$ cat src/rtl/player_controller_pkg.sv
// Shared geometry, widths and FSM encodings for the player pose controller.
package player_controller_pkg;

  localparam int CELL_SHIFT = 8;
  localparam int GRID_W     = 64;
  localparam int GRID_H     = 32;
  localparam int GX_W       = $clog2(GRID_W);
  localparam int GY_W       = $clog2(GRID_H);
  localparam int POS_X_W    = CELL_SHIFT + GX_W;
  localparam int POS_Y_W    = CELL_SHIFT + GY_W;
  localparam int ANG_W      = 8;
  localparam int CAND_W     = 16;
  localparam int TRIG_W     = 9;

  localparam logic [2:0] ST_IDLE = 3'd0;
  localparam logic [2:0] ST_TURN = 3'd1;
  localparam logic [2:0] ST_STEP = 3'd2;
  localparam logic [2:0] ST_RD_X = 3'd3;
  localparam logic [2:0] ST_CK_X = 3'd4;
  localparam logic [2:0] ST_RD_Y = 3'd5;
  localparam logic [2:0] ST_CK_Y = 3'd6;
  localparam logic [2:0] ST_DONE = 3'd7;

  // Opposing key pairs are already cancelled when this is captured.
  typedef struct packed {
    logic cw;
    logic ccw;
    logic fwd;
    logic back;
  } keys_t;

  function automatic logic out_of_bounds(input logic signed [CAND_W-1:0] v, input int w);
    int vi;
    vi = int'(v);
    return (vi < 0) || (vi >= (1 << w));
  endfunction

endpackage

$ cat src/rtl/player_controller_trig_lut.sv
// Combinational sin/cos for an 8-bit heading, signed result scaled by 128.
module trig_lut
  import player_controller_pkg::*;
(
  input  logic [ANG_W-1:0]         i_angle,
  output logic signed [TRIG_W-1:0] o_sin,
  output logic signed [TRIG_W-1:0] o_cos
);

  // round(128*sin(k*pi/128)), first quadrant only.
  localparam logic [7:0] TAB [64] = '{
    8'd0,   8'd3,   8'd6,   8'd9,   8'd13,  8'd16,  8'd19,  8'd22,
    8'd25,  8'd28,  8'd31,  8'd34,  8'd37,  8'd40,  8'd43,  8'd46,
    8'd49,  8'd52,  8'd55,  8'd58,  8'd60,  8'd63,  8'd66,  8'd68,
    8'd71,  8'd74,  8'd76,  8'd79,  8'd81,  8'd84,  8'd86,  8'd88,
    8'd91,  8'd93,  8'd95,  8'd97,  8'd99,  8'd101, 8'd103, 8'd105,
    8'd106, 8'd108, 8'd110, 8'd111, 8'd113, 8'd114, 8'd116, 8'd117,
    8'd118, 8'd119, 8'd121, 8'd122, 8'd122, 8'd123, 8'd124, 8'd125,
    8'd126, 8'd126, 8'd127, 8'd127, 8'd127, 8'd128, 8'd128, 8'd128
  };

  // Odd quadrants mirror the table; index 0 there is the peak, which the table lacks.
  function automatic logic signed [TRIG_W-1:0] sin9(input logic [ANG_W-1:0] a);
    logic [5:0]        idx;
    logic [TRIG_W-1:0] mag;
    idx = a[5:0];
    if (!a[6])              mag = {1'b0, TAB[idx]};
    else if (idx == 6'd0)   mag = 9'd128;
    else                    mag = {1'b0, TAB[6'd0 - idx]};
    return a[7] ? -$signed(mag) : $signed(mag);
  endfunction

  assign o_sin = sin9(i_angle);
  assign o_cos = sin9(i_angle + 8'd64);

endmodule

$ cat src/rtl/player_controller.sv
// Per-frame player pose update: rotate, step along heading, per-axis wall check
// through a registered grid port so the player slides along walls.
module player_controller
  import player_controller_pkg::*;
#(
  parameter int SPEED    = 32,
  parameter int ROT_STEP = 4,
  parameter int SPAWN_X  = 384,
  parameter int SPAWN_Y  = 384
) (
  input  logic         clock,
  input  logic         reset,
  input  logic         reset_player,
  input  logic         start,
  input  logic         key_fwd,
  input  logic         key_back,
  input  logic         key_left,
  input  logic         key_right,
  output logic [5:0]   grid_x,
  output logic [4:0]   grid_y,
  input  logic [2:0]   grid_out,
  output logic [13:0]  pos_x,
  output logic [12:0]  pos_y,
  output logic [7:0]   angle,
  output logic         busy,
  output logic         done
);

  logic [2:0]           r_state;
  keys_t                r_keys;
  logic [POS_X_W-1:0]   r_pos_x;
  logic [POS_Y_W-1:0]   r_pos_y;
  logic [ANG_W-1:0]     r_angle;
  logic [POS_X_W-1:0]   r_cand_x;
  logic [POS_Y_W-1:0]   r_cand_y;
  logic                 r_rej_x;
  logic                 r_rej_y;
  logic [GX_W-1:0]      r_grid_x;
  logic [GY_W-1:0]      r_grid_y;

  logic signed [TRIG_W-1:0] w_sin, w_cos;
  logic signed [31:0]       w_mx, w_my;
  logic signed [CAND_W-1:0] w_dx, w_dy, w_px, w_py, w_cand_x, w_cand_y;
  logic [ANG_W-1:0]         w_ang_nxt;
  logic [POS_X_W-1:0]       w_pos_x_nxt;
  logic                     w_rej_x, w_rej_y;

  trig_lut u_trig (
    .i_angle (r_angle),
    .o_sin   (w_sin),
    .o_cos   (w_cos)
  );

  assign w_ang_nxt = r_keys.cw  ? r_angle + ANG_W'(ROT_STEP) :
                     r_keys.ccw ? r_angle - ANG_W'(ROT_STEP) : r_angle;

  // Step vector from the already-rotated heading.
  assign w_mx = 32'(w_cos) * SPEED;
  assign w_my = 32'(w_sin) * SPEED;
  assign w_dx = CAND_W'(w_mx >>> 7);
  assign w_dy = CAND_W'(w_my >>> 7);

  assign w_px = $signed({{(CAND_W-POS_X_W){1'b0}}, r_pos_x});
  assign w_py = $signed({{(CAND_W-POS_Y_W){1'b0}}, r_pos_y});

  assign w_cand_x = r_keys.fwd ? w_px + w_dx : r_keys.back ? w_px - w_dx : w_px;
  assign w_cand_y = r_keys.fwd ? w_py + w_dy : r_keys.back ? w_py - w_dy : w_py;

  assign w_rej_x = out_of_bounds(w_cand_x, POS_X_W);
  assign w_rej_y = out_of_bounds(w_cand_y, POS_Y_W);

  // The y lookup must see the x result of this same frame.
  assign w_pos_x_nxt = (!r_rej_x && grid_out == '0) ? r_cand_x : r_pos_x;

  always_ff @(posedge clock or negedge reset) begin
    if (!reset) begin
      r_state  <= ST_IDLE;
      r_keys   <= '0;
      r_pos_x  <= '0;
      r_pos_y  <= '0;
      r_angle  <= '0;
      r_cand_x <= '0;
      r_cand_y <= '0;
      r_rej_x  <= 1'b0;
      r_rej_y  <= 1'b0;
      r_grid_x <= '0;
      r_grid_y <= '0;
    end else if (reset_player) begin
      r_state <= ST_IDLE;
      r_pos_x <= POS_X_W'(SPAWN_X);
      r_pos_y <= POS_Y_W'(SPAWN_Y);
      r_angle <= '0;
    end else begin
      case (r_state)
        ST_IDLE: if (start) begin
          r_keys.cw   <= key_right & ~key_left;
          r_keys.ccw  <= key_left  & ~key_right;
          r_keys.fwd  <= key_fwd   & ~key_back;
          r_keys.back <= key_back  & ~key_fwd;
          r_state     <= ST_TURN;
        end
        ST_TURN: begin
          r_angle <= w_ang_nxt;
          r_state <= ST_STEP;
        end
        ST_STEP: begin
          r_cand_x <= w_cand_x[POS_X_W-1:0];
          r_cand_y <= w_cand_y[POS_Y_W-1:0];
          r_rej_x  <= w_rej_x;
          r_rej_y  <= w_rej_y;
          // An out-of-range candidate would alias onto a real cell, so no lookup.
          if (!w_rej_x) begin
            r_grid_x <= w_cand_x[CELL_SHIFT +: GX_W];
            r_grid_y <= r_pos_y[CELL_SHIFT +: GY_W];
          end
          r_state <= ST_RD_X;
        end
        ST_RD_X: r_state <= ST_CK_X;
        ST_CK_X: begin
          r_pos_x <= w_pos_x_nxt;
          if (!r_rej_y) begin
            r_grid_x <= w_pos_x_nxt[CELL_SHIFT +: GX_W];
            r_grid_y <= r_cand_y[CELL_SHIFT +: GY_W];
          end
          r_state <= ST_RD_Y;
        end
        ST_RD_Y: r_state <= ST_CK_Y;
        ST_CK_Y: begin
          if (!r_rej_y && grid_out == '0) r_pos_y <= r_cand_y;
          r_state <= ST_DONE;
        end
        ST_DONE: r_state <= ST_IDLE;
        default: r_state <= ST_IDLE;
      endcase
    end
  end

  assign grid_x = r_grid_x;
  assign grid_y = r_grid_y;
  assign pos_x  = r_pos_x;
  assign pos_y  = r_pos_y;
  assign angle  = r_angle;
  assign busy   = (r_state != ST_IDLE);
  assign done   = (r_state == ST_DONE);

endmodule

$ cat config.mk
export PLATFORM = sky130hd
export DESIGN_NAME = player_controller
export DESIGN_NICKNAME = d
export VERILOG_FILES = /design/src/rtl/player_controller_pkg.sv /design/src/rtl/player_controller_trig_lut.sv /design/src/rtl/player_controller.sv
export SDC_FILE = /design/constraint.sdc
export NUM_CORES = 1
export LEC_CHECK = 0
export ABC_AREA = 1
export CAP_MARGIN = 25
export CORE_MARGIN = 3
export CORE_UTILIZATION = 45
export CTS_CLUSTER_SIZE = 28
export DETAILED_ROUTE_END_ITERATION = 16
export SLEW_MARGIN = 10
export SYNTH_ARGS = -nofsm -noshare
export SYNTH_HDL_FRONTEND = slang
export SYNTH_HIERARCHICAL = 1
export SYNTH_SLANG_ARGS = --single-unit
$ cat constraint.sdc
create_clock -name clock -period 6.3 [get_ports clock]
set_input_delay 1.89 -clock clock [delete_from_list [all_inputs] [get_ports clock]]
set_output_delay 1.89 -clock clock [all_outputs]
set_load 0.05 [all_outputs]
Word-level counts from Yosys, hierarchy flattened
Memory sizes are Yosys's and may differ from the RTL's.
Index checks and enable logic that the tools add are counted.
W data, S select, Z words.
{"block": "word_totals", "inputBits": 11, "ff_bits": 82, "output_inout_bits": 48, "word_cells": 122, "romBits": 2048, "n_memories": 4}
{"block": "classes", "mux": 37, "n_addsub": 11, "magnitude_cmp": 8, "n_reduce_logical": 24, "eq_ne": 10, "bitwise_logic": 13}
{"name": "(no name shown)", "depth": 64, "width": 8, "read_ports": 1, "rd_ports_with_merged_regs": 0, "wr": 0, "line": "player_controller_trig_lut.sv:27", "rtl": "if (!a[6]) mag = {1'b0, TAB[idx]};"}
{"name": "(no name shown)", "depth": 64, "width": 8, "read_ports": 1, "rd_ports_with_merged_regs": 0, "wr": 0, "line": "player_controller_trig_lut.sv:29", "rtl": "else mag = {1'b0, TAB[6'd0 - idx]};"}
{"name": "(no name shown)", "depth": 64, "width": 8, "read_ports": 1, "rd_ports_with_merged_regs": 0, "wr": 0, "line": "player_controller_trig_lut.sv:29"}
{"name": "(no name shown)", "depth": 64, "width": 8, "read_ports": 1, "rd_ports_with_merged_regs": 0, "wr": 0, "line": "player_controller_trig_lut.sv:27"}
{"op": "$mux W8", "count": 14}
{"op": "$mux W16", "count": 4}
{"op": "$mux W14", "count": 3}
{"op": "$mux W13", "count": 3}
{"op": "$mux W9", "count": 4}
{"op": "$lt A16 B1 Y1 const B", "count": 2}
{"op": "$ge A7 B7 Y1 const B", "count": 4}
{"op": "$not A6 Y7", "count": 4}
{"op": "$pmux W3 S8", "count": 1}
{"op": "$neg A9 Y9", "count": 2}
{"op": "$add A15 B7 Y16", "count": 1}
{"op": "$ge A16 B15 Y1 const B", "count": 1}
{"op": "$ge A16 B16 Y1 const B", "count": 1}
{"op": "$sub A15 B7 Y16", "count": 1}
{"op": "$add A14 B7 Y15", "count": 1}
{"op": "$sub A14 B7 Y15", "count": 1}
{"op": "$eq A3 B3 Y1 const B", "count": 4}
{"op": "$logic_not A6 Y1", "count": 2}
{"op": "$mux W6", "count": 2}
{"op": "$pmux W6 S2", "count": 1}
{"op": "$reduce_bool A2 Y1", "count": 6}
{"op": "$sub A1 B6 Y6 const A", "count": 2}
{"op": "$mux W5", "count": 2}
{"op": "$pmux W5 S2", "count": 1}
{"op": "18 further kinds", "count": 36}

Logic depth before layout (Yosys ltp)
Gate-level depths: netlist (run 1).
{"block": "depth", "word_depth": 17, "mapped_depth": 40, "depth_no_buf": 37}

By module
Netlist (run 1), hierarchy kept.
{"mod": "player_controller", "cells_each": 1075, "area_per_inst_um2": 7100.6, "instances": 1, "seq_area_each_um2": 2001.9}
{"mod": "trig_lut", "cells_each": 423, "area_per_inst_um2": 2100.8, "instances": 1, "seq_area_each_um2": 0.0}

Worst setup path before layout (run 1)
No wires, ideal clock.
{"block": "synth_path", "kind": "register to register", "from": "register r_angle[2], in the netlist angle[2]", "to": "register r_grid_x[0], in the netlist grid_x[0]", "required_time_ns": 6.181, "path_stages_with_launch": 35, "arrival_time_ns": 4.745, "setup_ns": 0.119, "slack_ns": 1.436, "path_buffers": 4, "cell_sequence": "dfrtp_1 -> inv_1 -> buf_2 -> ha_1 -> inv_1 -> buf_2 -> nand2_1 -> nand3_1 -> nand3_1 -> nand2_1 -> nand2_1 -> nand2_1 -> nand2_1 -> nand2_1 -> ha_1 -> nand3_1 -> o21ai_1 -> nand2_1 -> inv_1 -> ha_1 -> buf_4 -> nor2_1 -> inv_1 -> nor2_4 -> and2_1 -> nand2_1 -> nand2_1 -> nand2_1 -> nand2_1 -> nand3_2 -> nand3_2 -> nand2_2 -> buf_6 -> nand2_1 -> nand2_1"}
{"block": "synth_via", "elab_chain_cells": 17, "elab_cells_between_ends": 26, "cone_classes": "add/sub: 5; order compare: 2; eq/ne: 1; mux: 11; bitwise: 2; reduce/logical: 3; memory: 2"}
{"item": "from (decl)", "line": "player_controller.sv:33", "rtl": "logic [ANG_W-1:0] r_angle;"}
{"item": "from (signal assigned)", "line": "player_controller.sv:103", "rtl": "r_angle <= w_ang_nxt;"}
{"item": "$add A8 B7 Y8 *", "line": "player_controller_trig_lut.sv:34", "rtl": "assign o_cos = sin9(i_angle + 8'd64);"}
{"item": "$sub A1 B6 Y6", "line": "player_controller_trig_lut.sv:29"}
{"item": "$not A6 Y7 (implied by the code)", "line": "player_controller_trig_lut.sv:29"}
{"item": "$mem_v2 Z64 W8"}
{"item": "$mux W8 (implied by the code) (2 in series)", "line": "player_controller_trig_lut.sv:29"}
{"item": "$mux W8", "line": "player_controller_trig_lut.sv:28", "rtl": "else if (idx == 6'd0) mag = 9'd128;"}
{"item": "$mux W9", "line": "player_controller_trig_lut.sv:27"}
{"item": "$neg A9 Y9", "line": "player_controller_trig_lut.sv:30", "rtl": "return a[7] ? -$signed(mag) : $signed(mag);"}
{"item": "$mux W9 *", "line": "player_controller_trig_lut.sv:30"}
{"item": "named net w_cos[8]", "line": "player_controller.sv:41", "rtl": "logic signed [TRIG_W-1:0] w_sin, w_cos;"}
{"item": "$sub A15 B7 Y16", "line": "player_controller.sv:66", "rtl": "assign w_cand_x = r_keys.fwd ? w_px + w_dx : r_keys.back ? w_px - w_dx : w_px;"}
{"item": "$mux W16", "line": "player_controller.sv:66"}
{"item": "$mux W16 *", "line": "player_controller.sv:66"}
{"item": "$lt A16 B1 Y1 or $ge A16 B16 Y1 (tied branches)", "line": "player_controller_pkg.sv:35", "rtl": "return (vi < 0) || (vi >= (1 << w));"}
{"item": "$logic_or A1 B1 Y1", "line": "player_controller_pkg.sv:35"}
{"item": "$ne A2 B2 Y1 (no line)"}
{"item": "$reduce_and A4 Y1 (no line)"}
{"item": "to (signal assigned)", "line": "player_controller.sv:113", "rtl": "r_grid_x <= w_cand_x[CELL_SHIFT +: GX_W];"}
{"item": "to (signal assigned)", "line": "player_controller.sv:122", "rtl": "r_grid_x <= w_pos_x_nxt[CELL_SHIFT +: GX_W];"}
{"item": "to (decl)", "line": "player_controller.sv:38", "rtl": "logic [GX_W-1:0] r_grid_x;"}
The timed path passes the listed nets; every way through them passes the cells marked *. The select of a mux whose other input is x is not followed.
A chain may end at the register's enable or synchronous reset.

Worst setup path after layout (run 1)
{"block": "layout_path", "from": "register r_angle[2], in the netlist angle[2]", "to": "register r_grid_y[0], in the netlist grid_y[0]"}
{"block": "layout_via", "elab_chain_cells": 17, "elab_cells_between_ends": 24, "cone_classes": "add/sub: 5; order compare: 2; eq/ne: 1; mux: 9; bitwise: 2; reduce/logical: 3; memory: 2"}
{"item": "$add A8 B7 Y8 *", "line": "player_controller_trig_lut.sv:34"}
{"item": "$sub A1 B6 Y6", "line": "player_controller_trig_lut.sv:29"}
{"item": "$not A6 Y7 (implied by the code)", "line": "player_controller_trig_lut.sv:29"}
{"item": "$mem_v2 Z64 W8"}
{"item": "$mux W8 (implied by the code) (2 in series)", "line": "player_controller_trig_lut.sv:29"}
{"item": "$mux W8", "line": "player_controller_trig_lut.sv:28"}
{"item": "$mux W9", "line": "player_controller_trig_lut.sv:27"}
{"item": "$neg A9 Y9", "line": "player_controller_trig_lut.sv:30"}
{"item": "$mux W9 *", "line": "player_controller_trig_lut.sv:30"}
{"item": "named net w_cos[8]", "line": "player_controller.sv:41"}
{"item": "$sub A15 B7 Y16", "line": "player_controller.sv:66"}
{"item": "$mux W16", "line": "player_controller.sv:66"}
{"item": "$mux W16 *", "line": "player_controller.sv:66"}
{"item": "$lt A16 B1 Y1 or $ge A16 B16 Y1 (tied branches)", "line": "player_controller_pkg.sv:35"}
{"item": "$logic_or A1 B1 Y1 *", "line": "player_controller_pkg.sv:35"}
{"item": "$ne A2 B2 Y1 (no line) *"}
{"item": "$reduce_and A4 Y1 (no line) *"}
{"item": "to (signal assigned)", "line": "player_controller.sv:114", "rtl": "r_grid_y <= r_pos_y[CELL_SHIFT +: GY_W];"}
{"item": "to (signal assigned)", "line": "player_controller.sv:123", "rtl": "r_grid_y <= r_cand_y[CELL_SHIFT +: GY_W];"}
{"item": "to (decl)", "line": "player_controller.sv:39", "rtl": "logic [GY_W-1:0] r_grid_y;"}
Marks and branches as above.

==> results by stage, run 1 <==
CTS:
- CTS saw 80 sinks.
- For the worst-skew pair, the clock arrives at the later sink with an insertion delay of 0.35 ns.
- The deepest clock path buffer count is 2.
- The number of buffers inserted to repair setup after CTS is 0.
- Buffers inserted to repair hold after CTS numbered 0.
- The root buffer cell chosen for the clock tree is clkbuf_16.
- TritonCTS built the clock tree.
- The total of cells resized after clock tree synthesis is 0.
- The clock transition at the registers of the reported paths is 0.08 ns.
- Counting the buffers created by CTS gives 9.
- The H-tree was split into 3 levels.

Timing:
- The worst slew margin relative to its limit is a little under a third.
- The number of slew-limit violations in the final report is 0.
- Setup repair after global routing left no endpoint under its margin.
- The count of endpoints failing setup in the final report is 0.
- The transition time at the pin with the least slew margin is roughly 1.0 ns.
- The maximum clock frequency is 180 MHz.
- The shortest clock period the worst path allows after layout is around 5.6 ns.
- The number of endpoints with negative hold slack in the final report is 0.
- On the final layout, the worst clock skew is between 0.01 and 0.015 ns.
- The post-route setup TNS is 0 ns.
- After layout, the worst path uses between 80% and 90% of the clock period.

Critical path:
- Along the worst path, the maximum fanout reaches 21.
- The delay contributed by the slowest stage of the critical path is approximately 0.52 ns.
- The setup check on the worst reg-to-reg path leaves a slack of ~0.75 ns.
- The critical path startpoint category is a flop.
- The setup path with the least slack is of type reg2reg.
- Measured in cells, the most critical reg-to-reg path has a length of 32.
- Among the stages of the critical path, the cell type that occurs most often is nand2_1.
- The startpoint of the lowest-slack register-to-register path is angle[2].
- The worst setup path is captured at a flop.
- The arrival time of data at the critical path endpoint is 5.85 ns.
- Tracing the worst setup path back leads to its startpoint at angle[2].
- The library cell contributing the largest single delay on the critical path is ha_1.
- The destination of the worst register-to-register timing path is grid_y[0].
- STA puts the critical path data required time at between 6 and 7 ns.

Detailed routing:
- The number of optimization iterations in the first detailed-route pass is 5.
- Dividing the detail-routed wire length by the instance count gives 15.9 microns.
- Wires add up to 28,800 microns.
- The average vias per placed instance is 5.33.
- The detail route stage leaves a number of antenna-violating nets equal to 0.
- The number of design rule violations left after detail routing is 0.
- The total vias in the final route is 9,655.
- The first routing iteration left ~800 violations.

Global route:
- Summed over all layers, the global routing overflow is 0.
- The pin count of the biggest net entering global routing is 54.
- The initial antenna violation count is 0.
- The number of global-route vias before repair is just under 9,000.
- The first-pass GRT wire length is between 40,000 and 50,000 microns.
- The total track usage is 26.3%.

Layout:
- The synthesis-to-finish area growth is 11.8%.
- Leaving out fill and tap cells, the most frequent cells in the layout are nand2_1 (439), inv_1 (214), nand3_1 (140), nor2_1 (113), o21ai_0 (104).
- The number of antenna diodes in the final layout is 0.
- The library cell used most frequently in the layout, excluding fill and tap cells, is nand2_1.
- The net total in the final layout is 1,639.
- Cells with a size suffix above 1 make up 5.04% of the layout.
- The final cell area excluding filler cells is about 10,000 sq um.

Hold path:
- The startpoint of the tightest hold check path is grid_x[3].
- The number of instances on the worst hold path is 2.
- For hold timing, the worst endpoint is grid_x[3].
- The type of the most critical hold path is reg2reg.

Flow run:
- The total of max-cap violations is 0.

Power:
- The leakage power figure is 5.46 nW.
- The combinational group share of total power is 65.1%.
- For this design the total switching power over the nets is 1.96 mW.
- The internal portion of the total power is roughly 1.7 mW.
- Power spread over the standard cell area amounts to 357 nW/um^2.
- VDD sags by at most 0.150 mV.
- Net switching is 53.5% of the power.
- The sequential power share is 19.4%.
- Per report_power, the clock group accounts for 15.5% of the total.

Floorplanning:
- The die extent in x is 149 microns.
- The floorplan step defined a die boundary enclosing 22,100 sq um.
- The number of standard-cell rows in the floorplan is 51.
- The initial core utilization is 46.5%.
- The number of top-level pins is 59.
- The placeable core region is 19,700 sq um.
- The floorplan step set the die height to 149 microns.

Placed design:
- The placed wire-length estimate is 22,300 microns.
- The placement-stage cell area is 9950 sq um.
- The routability congestion estimate from global placement is 0.969.
- In this run the tool buffered the top-level ports with 56 buffer cells.

Logic synthesis:
- The mapped netlist covers 9180 sq um.
- The instance count of the mapped netlist is 1,492.
- A synthesized cell averages a little over 6 sq um.
- The number of synthesis warnings is 6.

Status:
- The flow ran to the end, and the final reports show no timing, DRC or antenna violations.
[stage by stage]
step	cells	total power, mW	setup WS [ns]	utilization (%)	hold slack, ns
6_report	1813	3.67	0.746	52.0	0.471
5_1_grt	1813	4.04	0.240	52.0	0.495
4_1_cts	1813	3.65	0.853	52.0	0.477
3_5_place_dp	1797	3.07	0.885	50.5	0.458
3_3_place_gp	1797	3.06	0.978	50.5	0.452
2_1_floorplan	1511	2.54	1.45	-	0.437
[final cells by class]
type                       count  area (sq um)
clock buffer                   9           225
clock inverter                 7          87.6
fill                        2081          9460
inverter                     229           860
multi-input combinational   1155          6110
sequential                    80          2000
tap                          265           332
timing repair buffer          68           648
[state kept, by name (all words and copies together), names as in the netlist]
| register | cells |
|---|---|
| pos_x | 14 |
| r_state | 3 |
| r_rej_y | 1 |
| r_keys | 4 |
| grid_x | 6 |
| angle | 6 |
| pos_y | 13 |
| grid_y | 5 |
| r_cand_y | 13 |
| r_rej_x | 1 |
| r_cand_x | 14 |
[power groups by stage]
| stage | Sequential, mW | Combinational, mW | Clock [mW] |
|---|---|---|---|
| 3_5_place_dp | 0.723 | 2.35 | 0 |
| 3_3_place_gp | 0.721 | 2.34 | 0 |
| 6_report | 0.712 | 2.39 | 0.569 |
| 5_1_grt | 0.728 | 2.71 | 0.601 |
| 2_1_floorplan | 0.798 | 1.74 | 0 |
| 4_1_cts | 0.713 | 2.36 | 0.579 |
[critical path: cells and delay by family, from the launching register on]
| kind | cells | cell delay, ns |
|---|---|---|
| simple gates | 23 | 2.94 |
| fa+ha+maj | 3 | 1.03 |
| buf+inv | 4 | 0.87 |
| flops | 1 | 0.39 |
| compound gates | 2 | 0.24 |
[worst max path at each step]
stage,endpoint,slack (ns),cells past startpoint
2_1_floorplan,grid_x[0],1.45,34
3_3_place_gp,grid_x[2],0.98,34
3_5_place_dp,grid_y[0],0.88,32
4_1_cts,grid_y[0],0.85,32
5_1_grt,grid_x[2],0.24,33
6_report,grid_y[0],0.75,32
[per-layer routing]
metal  routed length [microns]  share of wire (%)  GRT usage [%]
met2                     13100                 45           42.1
met4                       346                1.2           5.13
met1                     14000                 49           38.8
met3                      1400                4.8           2.86
met5                         0                  0              0
Note: power is estimated with default switching activity, not from simulation.
==> run 2: changes to the inputs <==
Settings changed: CORE_MARGIN 3 to 8, PLACE_DENSITY set to 0.68.
==> run 2 against run 1 <==
Compared with the run above:
- count of clock-buffer cells in the layout did not move
- first-iteration DRC count down 16%
- sequential share of layout area fell by 0.12 points
- final cell count is 0.39% higher
- clock power rose by 7.9%
- critical path type unchanged
- largest cell class unchanged
- highest routed layer unchanged
==> results by stage, run 2 (synthesis results as in run 1) <==
CTS:
- The deepest clock path buffer count is 2 (unchanged).
- The clock transition at the registers of the reported paths is 0.07 ns (about the same).
- The insertion delay of the later-clocked pin in the worst-skew pair is 0.36 ns (about the same).
- TritonCTS built the clock tree.
- The deepest level of the CTS H-tree came to 3 (unchanged).
- The total of cells resized after clock tree synthesis is 0 (unchanged).
- The number of buffers inserted during clock tree synthesis is 9 (unchanged).
- The number of buffers inserted to repair setup after CTS is 0 (unchanged).
- The total clock sinks is 80 (unchanged).
- The tree is rooted in a clkbuf_16.
- The hold buffer count at CTS was 0 (unchanged).

Global route:
- The initial antenna violation count was 0 (unchanged).
- The met2 track utilization from global routing is 36.6% (-5.5 points).
- The pin count of the biggest net entering global routing is 73 (+35%).
- The routing usage on met1 is 29.9% (-8.8 points).
- In this run the most used layer during global routing was met2.
- The global route total overflow is 0 (unchanged).
- The number of global-route vias before repair is 9,207 (+3.2%).
- The total track usage is 22.4% (-3.9 points).
- The first-pass GRT wire length is 47,200 microns (+0.44%).
- The met3 track demand over resource came to 2.79% (-0.064 points).

Critical path:
- The depth of the most critical reg-to-reg path is 32 (unchanged).
- The most critical setup path has its startpoint at angle[2].
- The critical path data required time is 6.60 ns (about the same).
- STA classifies the critical path endpoint as a flop.
- The endpoint identified for the worst register-to-register timing path is grid_x[1].
- The cell type with the highest occurrence count on the critical path is nand2_1.
- The critical path class is reg2reg.
- The arrival time of data at the critical path endpoint is 5.76 ns (-0.09 ns).
- The worst register-to-register path begins at angle[2].
- The critical path startpoint category is a flop.
- The largest fanout on the critical path came to 21 (unchanged).
- The setup slack on the worst flop-to-flop path was 0.85 ns (+0.10 ns).
- The endpoint of the most critical setup path is grid_x[1].
- The library cell contributing the largest single delay on the critical path is ha_1.
- The delay contributed by the slowest stage of the critical path is 0.54 ns (+0.02 ns).

Power:
- The leakage power figure came to 5.48 nW (+0.43%).
- The net switching share of the total power is 53.0% (-0.49 points).
- The combinational group share of total power is 64.3% (-0.8 points).
- The net switching power was 1.97 mW (+0.56%).
- The maximum vdd drop came to 0.150 mV (-0.12%).
- The total power density per cell area was 361 nW/um^2 (+0.90%).
- The sequential power share is 19.2% (-0.2 points).
- The power consumption was 3.72 mW (+1.5%).
- The clock group share of total power is 16.5% (+1.0 points).
- The total internal power is 1.75 mW (+2.6%).

Timing:
- The period utilization came to 86.5% (-1.6 points).
- The post-layout worst setup margin came to 0.848 ns (+0.102 ns).
- The worst clock skew is 0.0107 ns (-0.000784 ns).
- The transition time at the pin with the least slew margin came to 0.905 ns (-0.126 ns).
- Setup repair after global routing left no endpoint under its margin.
- The number of endpoints with negative hold slack in the final report came to 0 (unchanged).
- The count of endpoints failing setup in the final report is 0 (unchanged).
- The worst slew margin relative to its limit came to 39.4% (+8.4 points).
- The post-route setup TNS was 0 ns (unchanged).
- The number of slew-limit violations in the final report is 0 (unchanged).
- The shortest clock period the worst path allows after layout is 5.45 ns (-0.102 ns).
- The maximum clock frequency is 183 MHz (+1.9%).

Layout:
- The fill cell total of the finished layout is 2,098 (+0.82%).
- The area of combinational cells with multiple inputs was 6110 sq um (unchanged).
- The share of layout cells above drive strength 1 is 5.16% (+0.12 points).
- The final cell area excluding filler cells is 10,300 sq um (+0.60%).
- The number of antenna repair diodes is 0 (unchanged).
- From synthesis to final layout, the design area changed by 12.5%.
- The most common cell after layout, fill and taps aside is nand2_1.
- The net total in the final layout is 1,641 (+0.12%).
- The area used by sequential logic in the layout is 2000 sq um (unchanged).
- Leaving out fill and tap cells, the most frequent cells in the layout are nand2_1 (439), inv_1 (214), nand3_1 (140), nor2_1 (113), o21ai_0 (104).

Hold path:
- The number of instances on the worst hold path came to 2 (unchanged).
- The path class of the tightest hold or removal check is reg2reg.

Detailed routing:
- The routed wire length is 28,600 microns (-0.85%).
- The post-detailed-route wirelength per cell is 15.7 microns (-1.2%).
- The number of design rule violations left after detail routing came to 0 (unchanged).
- The post-detailed-route count of antenna-violating nets is 0 (unchanged).
- The number of optimization iterations in the first detailed-route pass is 6 (+1).
- The number of DRC violations after detailed-routing iteration 0 is 671 (-16%).
- The total vias in the final route is 9,723 (+0.70%).
- The average vias per placed instance is 5.34 (+0.32%).

Placed design:
- The placed wire-length estimate came to 21,900 microns (-1.9%).
- The port buffer count is 56 (unchanged).
- The post-placement worst setup slack is 0.864 ns (-0.0208 ns).
- The routability congestion estimate from global placement was 0.963 (-0.60%).
- The placement-stage cell area is 9960 sq um (+0.14%).

Status:
- The flow ran to the end, and the final reports show no timing, DRC or antenna violations.

Floorplanning:
- The number of standard-cell rows in the floorplan was 52 (+2.0%).
- The area of the die is 25,200 sq um (+14%).
- The die extent in x is 159 microns (+6.7%).
- The number of top-level pins was 59 (unchanged).
- The initial core utilization is 45.6% (-0.89 points).
- The die boundary height is 159 microns (+6.7%).
- The placeable core region is 20,100 sq um (+2.0%).

Flow run:
- The total of max-cap violations is 0 (unchanged).
-- run 2: through the flow --
| stage | hold WS (ns) | instances | util, % |
|---|---|---|---|
| after global placement | 0.463 | 1803 | 49.6 |
| after global routing | 0.499 | 1820 | 51.4 |
| after CTS | 0.479 | 1819 | 51.2 |
| after floorplan | 0.437 | 1511 | - |
| after detailed placement | 0.464 | 1803 | 49.6 |
| final | 0.480 | 1820 | 51.4 |
-- run 2: cell type report --
| cell class | count | share of cell area, % |
|---|---|---|
| Multi-Input combinational cell | 1155 | 59.2 |
| Sequential cell | 80 | 19.4 |
| Inverter | 229 | 8.33 |
| Timing Repair Buffer | 70 | 6.62 |
| Tap cell | 270 | 3.27 |
| Clock buffer | 9 | 2.18 |
| Clock inverter | 7 | 1.04 |
-- run 2: power by group through the flow --
stage | Sequential, mW | Clock [mW] | Combinational, mW
floorplan | 0.798 | 0 | 1.74
global placement | 0.721 | 0 | 2.33
detailed placement | 0.722 | 0 | 2.34
CTS | 0.713 | 0.625 | 2.36
global route | 0.729 | 0.642 | 2.70
finish | 0.714 | 0.614 | 2.39
-- run 2: routing by layer --
metal / part of all wire, % / up-vias
met5: 0 / -
met4: 2.4 / 0
met3: 5.2 / 46
met2: 46 / 280
met1: 46 / 4507
li1: - / 4890
-- run 2: worst min path at each step --
| stage | slack (ns) | endpoint | from |
|---|---|---|---|
| final | 0.48 | pos_x[2] | r_cand_x[2] |
| after global routing | 0.50 | pos_y[3] | r_cand_y[3] |
| after CTS | 0.48 | pos_y[3] | r_cand_y[3] |
| after detailed placement | 0.46 | grid_x[3] | grid_x[3] |
| after global placement | 0.46 | pos_y[2] | r_cand_y[2] |
| after floorplan | 0.44 | pos_y[3] | r_cand_y[3] |
-- run 2: critical path, delay by kind of cell, from the launching register on --
kind	cells	cell delay [ns]
AO/OA/AOI/OAI	2	0.22
buffers and inverters	5	0.98
adder cells (fa/ha/maj)	3	1.05
flip-flops	1	0.37
AND/OR/NAND/NOR	22	2.77
==> run 3: changes to the inputs <==
Settings changed: GPL_ROUTABILITY_DRIVEN set to 0.
==> run 3 against run 2 <==
Compared with the run above:
- count of clock-buffer cells in the layout unchanged
- flip-flop and latch count stayed put
- core utilization is 0.21 points lower
- clock skew about the same
- register-to-register slack worse by 0.28 ns
- final cell count decreased by 0.11%
- via count increased by 0.41%
- non-clock buffer count shrank 2
- worst hold slack lost 0.0045 ns
- critical endpoint is now grid_y[4]
- highest routed layer is now met5
==> results by stage, run 3 (synthesis results as in run 1) <==
Status:
- The flow ran to the end, and the final reports show no timing, DRC or antenna violations.

Critical path:
- The depth of the most critical reg-to-reg path was 31 (-3.1%).
- The worst setup path is captured at a flop.
- STA classifies the critical path startpoint as a flop.
- The critical path data required time came to 6.60 ns (about the same).
- The cell type with the highest occurrence count on the critical path is nand2_1.
- In this run the critical register-to-register path is launched from angle[2].
- Among cell families on the critical path, the largest total delay comes from simple AND/OR/NAND/NOR gates.
- The slowest stage of the critical path is the ha_1 cell.
- The buffer and inverter count on the worst path is 4 (-1).
- The delay contributed by the slowest stage of the critical path is 0.58 ns (+0.04 ns).
- The arrival time of data at the critical path endpoint is 6.03 ns (+0.27 ns).
- The setup slack on the worst flop-to-flop path is 0.57 ns (-0.28 ns).
- In this run the critical register-to-register path is captured at grid_y[4].
- The largest fanout on the critical path was 21 (unchanged).
- The critical path class is reg2reg.

Layout:
- The share of layout cells above drive strength 1 was 5.10% (-0.058 points).
- The net total in the final layout is 1,639 (-0.12%).
- The number of antenna repair diodes is 0 (unchanged).
- The fill cell total of the finished layout was 2,047 (-2.4%).
- The synthesis-to-finish area growth is 12.1%.
- The most common cell after layout, fill and taps aside is nand2_1.
- Leaving out fill and tap cells, the most frequent cells in the layout are nand2_1 (439), inv_1 (214), nand3_1 (140), nor2_1 (113), o21ai_0 (104).

Power:
- The total power density per cell area is 354 nW/um^2 (-1.8%).
- The power consumption is 3.64 mW (-2.2%).
- The leakage power figure is 5.46 nW (-0.46%).
- The maximum vdd drop was 0.165 mV (+9.7%).

Floorplanning:
- The placeable core region is 20,100 sq um (unchanged).
- The die boundary height is 159 microns (unchanged).
- The number of standard-cell rows in the floorplan was 52 (unchanged).
- The number of top-level pins is 59 (unchanged).
- The die extent in x is 159 microns (unchanged).
- The initial core utilization was 45.6% (unchanged).
- The area of the die is 25,200 sq um (unchanged).

Timing:
- The number of slew-limit violations in the final report is 0 (unchanged).
- The number of endpoints with negative hold slack in the final report came to 0 (unchanged).
- The transition time at the pin with the least slew margin is 0.868 ns (-0.0376 ns).
- The worst slew margin relative to its limit is 41.9% (+2.5 points).
- The maximum clock frequency is 174 MHz (-4.9%).
- Setup repair after global routing left no endpoint under its margin.
- The period utilization is 91.0% (+4.5 points).
- The worst clock skew is 0.0103 ns (-0.000376 ns).
- The shortest clock period the worst path allows after layout is 5.73 ns (+0.283 ns).
- The count of endpoints failing setup in the final report was 0 (unchanged).
- The post-route setup TNS is 0 ns (unchanged).

Detailed routing:
- The total vias in the final route is 9,763 (+0.41%).
- The met2 wire length is 12,600 microns (-4.0%).
- The routed wire length is 27,500 microns (-3.8%).
- The post-detailed-route wirelength per cell is 15.1 microns (-3.7%).
- The number of DRC violations after detailed-routing iteration 0 is 991 (+48%).
- The post-detailed-route count of antenna-violating nets came to 0 (unchanged).
- The wire length on met3 is 1710 microns (+15%).
- The routed length on met1 was 12,500 microns (-5.9%).
- In this run the top signal layer used is met5.
- The average vias per placed instance is 5.37 (+0.52%).
- The number of design rule violations left after detail routing is 0 (unchanged).
- The number of optimization iterations in the first detailed-route pass is 6 (unchanged).

CTS:
- The number of buffers inserted to repair setup after CTS is 0 (unchanged).
- The master cell of the clock root buffer is clkbuf_16.
- The TritonCTS clock tree is yes.
- The number of buffers inserted during clock tree synthesis is 9 (unchanged).
- The deepest clock path buffer count came to 2 (unchanged).
- The insertion delay of the later-clocked pin in the worst-skew pair was 0.35 ns (about the same).
- The total clock sinks is 80 (unchanged).
- The deepest level of the CTS H-tree is 3 (unchanged).
- The clock transition at the registers of the reported paths was 0.07 ns (about the same).

Hold path:
- The type of the most critical hold path is reg2reg.
- For hold timing, the worst endpoint is grid_x[3].
- The number of instances on the worst hold path is 2 (unchanged).
- The startpoint identified for the worst hold timing path is grid_x[3].

Global route:
- The global route total overflow came to 0 (unchanged).
- The first-pass GRT wire length is 45,600 microns (-3.5%).
- The number of global-route vias before repair is 9,052 (-1.7%).
- The initial antenna violation count is 1 (+1).
- The total track usage is 21.4% (-0.95 points).
- The pin count of the biggest net entering global routing is 75 (+2.7%).

Placed design:
- The port buffer count was 56 (unchanged).
- The placed wire-length estimate is 21,100 microns (-3.7%).

Flow run:
- The total of max-cap violations is 0 (unchanged).
-- run 3: report_power, final --
group | leakage (nW) | internal, mW | switching (mW)
clock network | 0.150 | 0.317 | 0.249
registers | 1.02 | 0.637 | 0.0767
logic | 4.29 | 0.750 | 1.61
total | 5.46 | 1.70 | 1.94
-- run 3: worst register-to-register path: cells and delay by family (launching register included) --
kind,cells,cell delay [ns]
buffers and inverters,4,0.94
AO/OA/AOI/OAI,2,0.23
AND/OR/NAND/NOR,22,3.07
adder cells (fa/ha/maj),3,1.09
flip-flops,1,0.37
-- run 3: worst max-delay path by stage --
stage / slack, ns / start / endpoint / cells past startpoint
6_report: 0.57 / angle[2] / grid_y[4] / 31
5_1_grt: 0.03 / angle[2] / grid_y[3] / 31
4_1_cts: 0.69 / angle[2] / grid_y[4] / 31
3_5_place_dp: 0.70 / angle[2] / grid_y[4] / 31
3_3_place_gp: 0.88 / angle[2] / grid_x[3] / 31
2_1_floorplan: 1.45 / angle[2] / grid_x[0] / 34
-- run 3: metal layers --
layer	vias to the layer above	track usage, %
met2	353	35.0
met3	54	3.13
met1	4466	28.5
li1	4888	-
met4	2	7.10
met5	-	0
-- run 3: cell type report --
class | count | area [sq um] | share of cell area (%)
multi-input combinational | 1155 | 6110 | 59.4
sequential | 80 | 2000 | 19.5
inverter | 229 | 860 | 8.36
timing repair buffer | 68 | 661 | 6.42
tap | 270 | 338 | 3.29
clock buffer | 9 | 225 | 2.19
clock inverter | 7 | 86.3 | 0.840
-- run 3: through the flow --
step	setup WS (ns)	hold slack (ns)	cell area (sq um)	std cells	utilization [%]
finish	0.565	0.475	10300	1818	51.1
global route	0.0285	0.504	10300	1818	51.1
CTS	0.692	0.478	10300	1817	51.0
detailed placement	0.695	0.459	9950	1801	49.5
global placement	0.884	0.454	9950	1801	49.5
floorplan	1.45	0.437	9250	1511	-
-- run 3: repair_timing --
item                       CTS  global route
gates resized for setup      0             1
hold buffers                 0             0
setup endpoints to repair    0            10
